`src/rtl/l2_arbiter.sv`:
```
// l2_arbiter: round-robin sharing of one L2 port between the I and D L1s.
// A granted request is latched and held on the L2 port until l2_resp.
module l2_arbiter #(
  parameter int ADDR_W = 32,
  parameter int LINE_W = 256
) (
  input  logic              clk,
  input  logic              rst,
  input  logic [ADDR_W-1:0] i_address,
  input  logic              i_read,
  input  logic              i_write,
  input  logic [LINE_W-1:0] i_wdata,
  output logic [LINE_W-1:0] i_rdata,
  output logic              i_resp,
  input  logic [ADDR_W-1:0] d_address,
  input  logic              d_read,
  input  logic              d_write,
  input  logic [LINE_W-1:0] d_wdata,
  output logic [LINE_W-1:0] d_rdata,
  output logic              d_resp,
  output logic [ADDR_W-1:0] l2_address,
  output logic              l2_read,
  output logic              l2_write,
  output logic [LINE_W-1:0] l2_wdata,
  input  logic [LINE_W-1:0] l2_rdata,
  input  logic              l2_resp
);

  typedef enum logic {IDLE, BUSY} state_t;

  state_t            state;
  state_t            state_n;
  logic              owner;
  logic              last_grant;
  logic [ADDR_W-1:0] req_addr;
  logic [LINE_W-1:0] req_wdata;
  logic              req_write;
  logic              i_pend;
  logic              d_pend;
  logic              grant;
  logic              win_d;
  logic              busy;

  // owner/last_grant encoding: 0 = I side, 1 = D side
  always_comb begin
    i_pend  = i_read | i_write;
    d_pend  = d_read | d_write;
    grant   = 1'b0;
    win_d   = 1'b0;
    state_n = state;
    unique case (state)
      IDLE: begin
        grant = i_pend | d_pend;
        win_d = d_pend & (~i_pend | ~last_grant);
        if (grant) state_n = BUSY;
      end
      BUSY: begin
        if (l2_resp) state_n = IDLE;
      end
    endcase
  end

  always_ff @(posedge clk or negedge rst) begin
    if (!rst) begin
      state      <= IDLE;
      owner      <= 1'b0;
      last_grant <= 1'b1;
      req_addr   <= '0;
      req_wdata  <= '0;
      req_write  <= 1'b0;
    end else begin
      state <= state_n;
      if (grant) begin
        owner      <= win_d;
        last_grant <= win_d;
        req_addr   <= win_d ? d_address : i_address;
        req_wdata  <= win_d ? d_wdata : i_wdata;
        req_write  <= win_d ? d_write : i_write;
      end
    end
  end

  always_comb begin
    busy       = (state == BUSY);
    l2_address = req_addr;
    l2_wdata   = req_wdata;
    l2_read    = busy & ~req_write;
    l2_write   = busy & req_write;
    i_resp     = busy & l2_resp & ~owner;
    d_resp     = busy & l2_resp & owner;
    i_rdata    = l2_rdata;
    d_rdata    = l2_rdata;
  end

endmodule
```
`config.mk`:
```
export PLATFORM = sky130hd
export DESIGN_NAME = l2_arbiter
export DESIGN_NICKNAME = d
export VERILOG_FILES = /design/src/rtl/l2_arbiter.sv
export SDC_FILE = /design/constraint.sdc
export NUM_CORES = 1
export LEC_CHECK = 0
export CAP_MARGIN = 20
export CORE_AREA = 2 2 643 645
export DETAILED_ROUTE_END_ITERATION = 10
export DIE_AREA = 0 0 645 647
export HOLD_SLACK_MARGIN = 0.03
export PLACE_DENSITY = 0.3
export SLEW_MARGIN = 20
export SYNTH_ARGS = -nofsm -noshare
export SYNTH_HDL_FRONTEND = slang
export SYNTH_SLANG_ARGS = --single-unit
```
`constraint.sdc`:
```
create_clock -name clk -period 1.8 [get_ports clk]
set_clock_uncertainty 0.1 [all_clocks]
set_input_delay 0.36 -clock clk [delete_from_list [all_inputs] [get_ports clk]]
set_output_delay 0.36 -clock clk [all_outputs]
set_load 0.02 [all_outputs]
```
==> results.txt <==
status = complete, but fails checks
violated checks = setup timing
Pre-antenna DRT Iters = 6
port bufs = 874
final worst setup slack = -0.350 ns
first-pass GRT wire length = 274 mm
crit-path cells = buf_4, buf_4, buf_12, buf_12, buf_4, o31ai_4, a2bb2oi_1
DP HPWL = 190 mm
vias in the first global route = 21.3k
Via density = 2.54
PnR Total Power = 74700 uW
max-slew violation count = 0
max incr delay on CP = 0.51 ns
DR WL/cell = 28.5 um
Post-DP Area = 35800 um2
final number of setup-violating endpoints = 326
largest area contributor in the netlist = dfrtp_1
CTS clk-pin slew, worst paths = 0.06 ns
CP max-delay cell = dfrtp_4
r2r setup slk = -0.35 ns
initial antenna violation count = 71
PwrDens = 1730 nW/um2
Pleak = 0.0140 uW
launching element type of the critical path = flip-flop
# DRC = 0
most frequent CP cell = buf_4
Rows = 236
CTS Root Cell = clkbuf_16
syn_nets = 2784
worst-skew pair later-pin latency = 0.69 ns
crit end category = flip-flop
Total GRT Usage = 10.3%
Routed Antenna Nets = 0
Hold Vio Cnt, Final = 0
die area = 417000 um2
Routed WL = 231 mm
syn avg cell area = 11.1 um2
unrepaired setup endpoints after global routing = yes
Yosys reg bits = 292
YS warnings = 0
via count = 20.6k
Synth top area share = 33.7%
Die X = 645 um
Nets = 3426
Max Cap Viol = 0
Yosys cell types = 31
Layout Area Growth over Synthesis = 99.4%
Critical Path End = l2_wdata[20]$_DFFE_PN0P_
CTS tree = done
Crit Path Max Fanout = 20
Synth Instances = 1945
number of H-tree levels = 2
Seq/Total Area, Yosys = 33.8%
worst hold path type = input pin to flip-flop
worst path required time = 2.28 ns
Tcrit/Tclk final = 119%
peak supply drop = 0.806 mV
Synth area leaders = dfrtp_1 (34%), buf_4 (18%), a2bb2oi_2 (14%), o31ai_1 (10%), a311oi_1 (7.6%)
post-synth design cell area = 21600 um2
reg2reg path depth = 7
capturing point of the worst reg2reg path = l2_wdata[20]$_DFFE_PN0P_
# clock sinks = 292
largest net degree at the start of global routing = 107
Overflow after GRT = 0
fraction of layout cells with a size suffix above 1 = 52.1%
GPL Wtd Cong = 0.779
Critical Path Start = busy$_DFF_PN0_
Core ar. = 411000 um2
CTS max path bufs = 3
Buf/Inv on CP = 5
Num CTS Buffers = 48
Starting Density = 5.25%
Tmin final = 2.15 ns
max_slew headroom = 54.0%
Max Clock Freq = 0.465 GHz
Reg-to-Reg Start = busy$_DFF_PN0_
fillers = 47.1k
critical path type = flip-flop to flip-flop
Final Cell Area = 43100 um2
initial DRC count = 1163
WP data arrival = 2.63 ns
WHS = 0.124 ns
Ports = 1643
actual slew at the worst max-slew pin = 0.689 ns
WP depth = 7
Crit path max-delay family = buffers and inverters
Die H = 647 um
final core occ = 10.5%
-- per-layer routing --
metal / part of all wire (%) / track usage (%) / vias up
met2: 48 / 17.3 / 1339
met1: 35 / 10.4 / 10300
met5: 0.52 / 1.79 / -
li1: - / - / 8581
met3: 13 / 6.44 / 370
met4: 3.4 / 3.33 / 35
-- metrics by stage --
stage | TNS, ns | instances | setup slack [ns]
6_report | -34.63 | 8113 | -0.350
5_1_grt | -63.51 | 8106 | -0.395
4_1_cts | -46.76 | 8047 | -0.406
3_5_place_dp | -205.47 | 7745 | -1.02
3_3_place_gp | -209.70 | 7745 | -1.04
2_1_floorplan | 0 | 1945 | 0.00634
-- power by group --
| group | leakage, uW | internal (uW) | switching (uW) |
|---|---|---|---|
| Clock | 0.000801 | 5740 | 4360 |
| Sequential | 0.00315 | 9870 | 3970 |
| Combinational | 0.0101 | 24900 | 25900 |
| Total | 0.0140 | 40500 | 34200 |
-- tightest hold or removal path, stage by stage --
cell and delay [ns]:
clkdlybuf4s50_1 0.41, o31ai_2 0.06, a2bb2oi_1 0.05
-- what timing repair did --
| item | 4_1_cts | 5_1_grt |
|---|---|---|
| pin swaps | 33 | 70 |
| resized for setup | 1139 | 227 |
| buffers inserted | 138 | 34 |
| setup endpoints to repair | 501 | 481 |
| hold buffers | 61 | 0 |
| cloned | 14 | 23 |
| endpoints found under the hold margin | 351 | 0 |
-- placed cells by master, fill, tap and decap left out, types with 3 or more instances in the layout --
cell type,netlist,routed
clkbuf_16,0,67
a2bb2oi_2,200,202
buf_4,525,313
a311oi_2,100,171
buf_6,8,144
clkbuf_1,142,8
o31ai_4,0,66
clkbuf_8,0,14
buf_12,1,195
buf_2,85,7
a2bb2oi_1,88,86
o31ai_1,288,173
a311oi_4,0,34
buf_8,1,13
dfrtp_1,291,258
clkdlybuf4s50_1,0,581
a311oi_1,188,83
clkinv_2,0,6
buf_16,0,25
dfrtp_2,0,32
clkinv_4,0,3
inv_6,0,4
o31ai_2,0,49
diode_2,0,13
dlygate4sd3_1,0,61
-- cell families after synthesis --
group | after synthesis | synth area share (%)
compound gates | 872 | 42.3
buf+inv | 767 | 23.4
simple gates | 14 | 0.458
flops | 292 | 33.8
-- final cells by class --
cell class                      instances  area, um2  share of cell area (%)
Antenna cell                           13       32.5                  0.0756
Multi-Input combinational cell        886      11500                    26.7
Sequential cell                       292       7350                    17.1
Clock buffer                           71       1450                    3.37
Clock inverter                         18        183                   0.424
Tap cell                             5474       6850                    15.9
Timing Repair Buffer                 1358      15700                    36.5
Inverter                                1       3.75                 0.00872
-- state kept, by name, summed over array words and instances (netlist names) --
| signal | flops |
|---|---|
| owner | 1 |
| l2_wdata | 256 |
| l2_address | 32 |
| req_write | 1 |
| busy | 1 |
| last_grant | 1 |
-- how the worst min path moves through the flow --
stage                       from                   endpoint  cells after the start
finish               i_wdata[25]   l2_wdata[25]$_DFFE_PN0P_                      3
global route        i_wdata[248]  l2_wdata[248]$_DFFE_PN0P_                      3
CTS                 i_wdata[179]  l2_wdata[179]$_DFFE_PN0P_                      3
detailed placement           rst  l2_wdata[165]$_DFFE_PN0P_                      2
global placement             rst  l2_wdata[165]$_DFFE_PN0P_                      2
floorplan                    rst             busy$_DFF_PN0_                      0
-- cells in the mapped netlist (all sizes together) --
cell	number
a21boi	1
a21o	2
a2bb2oi	288
a311oi	288
and2	1
and3	1
buf	624
clkbuf	142
dfrtp	291
dfstp	1
inv	1
nand2	2
nor2	5
nor2b	1
nor3	1
nor4	1
o21a	1
o21ai	3
o221a	1
o31ai	288
or2	2
Power figures use the tool's default switching activity.
